`src/rtl/pipeif_fetch_pkg.sv`:
```
// Shared definitions for the MIPS32 pipeline IF stage: redirect codes, bubble word,
// reset vector, fetch FSM states and the skid-buffer entry layout.
package pipeif_fetch_pkg;

  localparam logic [1:0] PCSRC_SEQ = 2'b00;
  localparam logic [1:0] PCSRC_BR  = 2'b01;
  localparam logic [1:0] PCSRC_JR  = 2'b10;
  localparam logic [1:0] PCSRC_J   = 2'b11;

  localparam logic [31:0] NOP_INST_DEF = 32'h0000_0000;
  localparam logic [31:0] RESET_PC_DEF = 32'h0000_0000;

  typedef enum logic [0:0] {
    ST_REQ  = 1'b0,
    ST_FULL = 1'b1
  } fetch_state_t;

  typedef struct packed {
    logic [31:0] pc4;
    logic [31:0] inst;
  } skid_entry_t;

  // Force a jump-register target onto a word boundary.
  function automatic logic [31:0] word_align(input logic [31:0] addr);
    return addr & 32'hFFFF_FFFC;
  endfunction

endpackage

```
`src/rtl/pipeif_fetch_pcsel.sv`:
```
// Redirect target mux: picks the branch, jump or (word-aligned) jump-register target
// that ID asks for.
module pipeif_fetch_pcsel
  import pipeif_fetch_pkg::*;
(
  input  logic [1:0]  pcsource,
  input  logic [31:0] bpc,
  input  logic [31:0] jpc,
  input  logic [31:0] rpc,
  output logic [31:0] target
);

  // Sequential code never reaches the redirect path, so it shares the branch leg.
  always_comb begin
    target = bpc;
    case (pcsource)
      PCSRC_BR: target = bpc;
      PCSRC_JR: target = word_align(rpc);
      PCSRC_J:  target = jpc;
      default:  target = bpc;
    endcase
  end

endmodule

```
`src/rtl/pipeif_fetch.sv`:
```
// IF stage: PC, one-outstanding instruction-memory port, 1-entry skid buffer, IF/ID
// register and branch-delay-slot aware redirect handling.
module pipeif_fetch
  import pipeif_fetch_pkg::*;
#(
  parameter logic [31:0] RESET_PC = RESET_PC_DEF,
  parameter logic [31:0] NOP_INST = NOP_INST_DEF
) (
  input  logic        clock,
  input  logic        reset,
  input  logic [1:0]  pcsource,
  input  logic [31:0] bpc,
  input  logic [31:0] jpc,
  input  logic [31:0] rpc,
  input  logic        wpcir,
  output logic        imem_req,
  output logic [31:0] imem_addr,
  input  logic        imem_ack,
  input  logic [31:0] imem_rdata,
  output logic [31:0] dpc4,
  output logic [31:0] inst,
  output logic        dvalid
);

  fetch_state_t state_r;
  logic [31:0]  pc_r;
  logic         redir_pend_r;
  logic [31:0]  redir_pc_r;
  skid_entry_t  skid_r;

  logic [31:0]  target_s;
  logic [31:0]  pc4_s;
  logic [31:0]  seq_next_s;
  logic         ack_s;
  logic         cap_s;

  pipeif_fetch_pcsel u_pcsel (
    .pcsource (pcsource),
    .bpc      (bpc),
    .jpc      (jpc),
    .rpc      (rpc),
    .target   (target_s)
  );

  // The request is gated by reset so an in-flight fetch is dropped in the reset cycle itself.
  assign imem_req  = (state_r == ST_REQ) && !reset;
  assign imem_addr = pc_r;

  assign pc4_s      = pc_r + 32'd4;
  assign seq_next_s = redir_pend_r ? redir_pc_r : pc4_s;
  assign ack_s      = imem_ack && (state_r == ST_REQ);
  assign cap_s      = dvalid && wpcir && (pcsource != PCSRC_SEQ);

  // Fetch FSM with PC, pending redirect, skid buffer and IF/ID register.
  always_ff @(posedge clock) begin
    if (reset) begin
      state_r      <= ST_REQ;
      pc_r         <= RESET_PC;
      redir_pend_r <= 1'b0;
      redir_pc_r   <= 32'h0000_0000;
      skid_r       <= '0;
      dpc4         <= 32'h0000_0000;
      inst         <= NOP_INST;
      dvalid       <= 1'b0;
    end else begin
      case (state_r)
        ST_REQ: begin
          if (ack_s) begin
            // This ack completes the delay slot whenever a redirect is captured or pending.
            pc_r         <= cap_s ? target_s : seq_next_s;
            redir_pend_r <= 1'b0;
            if (wpcir) begin
              dpc4   <= pc4_s;
              inst   <= imem_rdata;
              dvalid <= 1'b1;
            end else begin
              skid_r.pc4  <= pc4_s;
              skid_r.inst <= imem_rdata;
              state_r     <= ST_FULL;
            end
          end else begin
            if (cap_s) begin
              redir_pend_r <= 1'b1;
              redir_pc_r   <= target_s;
            end
            if (wpcir) begin
              inst   <= NOP_INST;
              dvalid <= 1'b0;
            end
          end
        end
        ST_FULL: begin
          if (wpcir) begin
            dpc4    <= skid_r.pc4;
            inst    <= skid_r.inst;
            dvalid  <= 1'b1;
            state_r <= ST_REQ;
            // Delay slot already fetched: redirect takes effect immediately.
            if (cap_s) begin
              pc_r <= target_s;
            end
          end
        end
        default: begin
          state_r <= ST_REQ;
        end
      endcase
    end
  end

endmodule

```
`config.mk`:
```
export PLATFORM = sky130hd
export DESIGN_NAME = pipeif_fetch
export DESIGN_NICKNAME = d
export VERILOG_FILES = /design/src/rtl/pipeif_fetch_pkg.sv /design/src/rtl/pipeif_fetch_pcsel.sv /design/src/rtl/pipeif_fetch.sv
export SDC_FILE = /design/constraint.sdc
export NUM_CORES = 1
export LEC_CHECK = 0
export CAP_MARGIN = 20
export CORE_ASPECT_RATIO = 0.6
export CORE_MARGIN = 10
export CORE_UTILIZATION = 54
export CTS_CLUSTER_DIAMETER = 60
export DETAILED_ROUTE_END_ITERATION = 10
export GPL_ROUTABILITY_DRIVEN = 0
export PLACE_DENSITY_LB_ADDON = 0.15
export SLEW_MARGIN = 20
export SYNTH_ARGS = -nofsm -noshare
export SYNTH_HDL_FRONTEND = slang
export SYNTH_HIERARCHICAL = 1
export SYNTH_SLANG_ARGS = --single-unit
```
`constraint.sdc`:
```
create_clock -name clock -period 6 [get_ports clock]
set_input_delay 0.6 -clock clock [delete_from_list [all_inputs] [get_ports clock]]
set_output_delay 0.6 -clock clock [all_outputs]
set_load 0.05 [all_outputs]
```
==> flow_metrics.py <==
metrics = {
    "clock_network": {
        "cts_setup_buffers": 0,
        "cts_tree": "done",
        "clock-sinks": 195,
        "clk_latency_ns": 0.44,
        "htree_levels": 4,
        "cts_hold_buffers": 0,
        "root_buffer": "clkbuf_16",
        "cts_buffers": 17,
        "cts.reportedPaths.clkPinSlew_ns": 0.08,
        "cts_resized": 0,
        "cts_buffer_depth": 2,
    },
    "worst_setup_path": {
        "crit_type": "reg -> out",
        "cp_data_required_time_ns": 5.40,
        "start_kind": "flop",
        "reg2reg_depth": 8,
        "worst-path-max-fanout": 43,
        "crit_arrival_ns": 2.81,
        "crit_path_end_kind": "output port",
    },
    "power_and_ir_drop": {
        "irDropWorstVdd_uv": 168,
        "cellPowerDensity_nw_per_um2": 262,
        "power_leakage_uw": 0.00432,
        "total_power_uw": 3200,
    },
    "floorplan": {
        "rows": 37,
        "core_area_sq_um": 17000,
        "boundaryPins": 232,
        "die_area_sq_um": 23100,
        "die_x_um": 190,
        "die_h_um": 122,
        "start_util": 0.548,
    },
    "synthesis": {
        "synthesis.area_sq_um": 9340,
        "synth_top_flop_cell": "dfxtp_1",
        "yosysTopAreaCellShare": 0.418,
        "async_reset_ff_frac": 0,
        "synthTopCellsByArea": "dfxtp_1, a21oi_1, nand2_1",
        "ys_seq_elements": 195,
        "synthCells": 1211,
        "yosys.cell_types.count": 60,
        "synth_area_leader_cell": "dfxtp_1",
        "yosys_warnings": 6,
        "synth_nets": 1346,
        "synth_area_per_cell_sq_um": 7.71,
        "synth_edf_count": 0,
        "ys_seq_area_frac": 0.418,
    },
    "timing": {
        "fin_setup_tns_ns": 0,
        "tightest_slew_ns": 1.08,
        "clock.fmax_mhz": 293,
        "maxSlewViolCount": 0,
        "hold_viol": 0,
        "maxSlewHeadroom": 0.280,
        "hold_slack_ns": 0.454,
        "finClkSkew_ns": 0.0200,
        "rsz0062_at_grt": "false",
        "setup_viol": 0,
        "fin_crit_sh": 0.568,
        "period_needed_ns": 3.41,
    },
    "route": {
        "wl_mm": 29.6,
        "ant_nets": 0,
        "routed-via-count": 9572,
        "drc": 0,
        "wl_per_cell_um": 18.4,
        "drt-pass1-iter-count": 5,
        "initialDrtViolationCount": 1085,
        "viasPerCell": 5.93,
    },
    "status": {
        "status": "complete, no violations",
    },
    "finish": {
        "fin_util": 0.715,
        "synthToLayoutAreaGrowth_pct": 30.5,
        "final_nets": 1501,
        "n_antenna_cell": 0,
        "final_common_cell": "clkdlybuf4s50_1",
        "drive_gt1_frac": 0.0493,
        "nFillCells": 1423,
        "multi_input_area_sq_um": 4940,
        "final_cell_mix": "clkdlybuf4s50_1, a21oi_1, dfxtp_1",
        "seq_area_sq_um": 3910,
        "final_cell_area_sq_um": 12200,
    },
    "placed_design": {
        "post-dp-hpwl_mm": 20.3,
        "port_buffers": 229,
        "place_area_sq_um": 11600,
    },
    "global_routing": {
        "grt_pass1_wl_mm": 46.9,
        "antenna_found_initial": 0,
        "grt_usage": 0.245,
        "grt_max_degree": 104,
        "gr-total-overflow": 0,
        "grt_pass1_vias": 8737,
    },
    "flow_run": {
        "drv_cap": 0,
    },
    "min_path": {
        "hp-class": "reg -> reg",
        "min_path_cells": 2,
    },
}
-- cell type report --
class / count / share of cell area
Multi-Input combinational cell: 897 / 0.406
Inverter: 13 / 0.00400
Sequential cell: 195 / 0.320
Clock buffer: 19 / 0.0364
Timing Repair Buffer: 242 / 0.196
Tap cell: 234 / 0.0240
Clock inverter: 13 / 0.0137
-- per-layer routing --
layer / vias up / GRT usage / part of all wire
li1: 4615 / - / -
met4: 0 / 0.0656 / 0.018
met2: 430 / 0.387 / 0.46
met5: - / 0 / 0
met1: 4483 / 0.324 / 0.43
met3: 44 / 0.0705 / 0.095
-- path summary, 6_finish.rpt --
check                             start                          to  slack [ns]
max                  state_r$_SDFF_PP0_                    imem_req        2.59
min          redir_pc_r[7]$_SDFFE_PP0P_  redir_pc_r[7]$_SDFFE_PP0P_        0.45
max reg2reg          state_r$_SDFF_PP0_  imem_addr[24]$_SDFFE_PP0P_        2.83
min reg2reg  redir_pc_r[7]$_SDFFE_PP0P_  redir_pc_r[7]$_SDFFE_PP0P_        0.45
-- synth_stat cells (all sizes together), types with 9 or more instances --
cell type / instances
a211oi: 41
a21oi: 196
a221oi: 11
a31oi: 16
and3: 33
buf: 23
clkbuf: 83
dfxtp: 195
inv: 11
mux2i: 34
nand2: 193
nand2b: 16
nand3: 28
nand4: 15
nor2: 115
nor3: 32
nor4: 13
o211ai: 21
o21ai: 55
xnor2: 11
xor2: 9
-- worst max-delay path: stages (launching register included) --
cell             delay, ns
dfxtp_2               0.91
buf_4                 0.57
nor2_1                0.13
clkdlybuf4s50_1       0.74
-- sequential cells by signal, indices dropped and copies added, names as in the netlist --
register      cells
dpc4             32
dvalid            1
skid_r           64
redir_pend_r      1
redir_pc_r       32
imem_addr        32
inst             32
state_r           1
-- cells by family after synthesis --
group,synth area share
simple gates,0.226
flops,0.418
compound gates,0.241
mux,0.0381
fa+ha+maj,0.00134
buf+inv,0.0564
xor+xnor,0.0188
-- metrics by stage --
| stage | cells | worst slack, ns |
|---|---|---|
| 2_1_floorplan | 1211 | 3.49 |
| 3_3_place_gp | 1580 | 2.69 |
| 3_5_place_dp | 1581 | 2.70 |
| 4_1_cts | 1613 | 2.62 |
| 5_1_grt | 1613 | 2.46 |
| 6_report | 1613 | 2.59 |
-- report_power, final --
group,leakage (uW),switching [uW],total (uW),internal (uW)
registers,0.00159,57.1,1410,1360
clock network,0.000295,566,1180,612
logic,0.00243,366,606,239
total,0.00432,989,3200,2210
(Power assumes the default switching activity.)
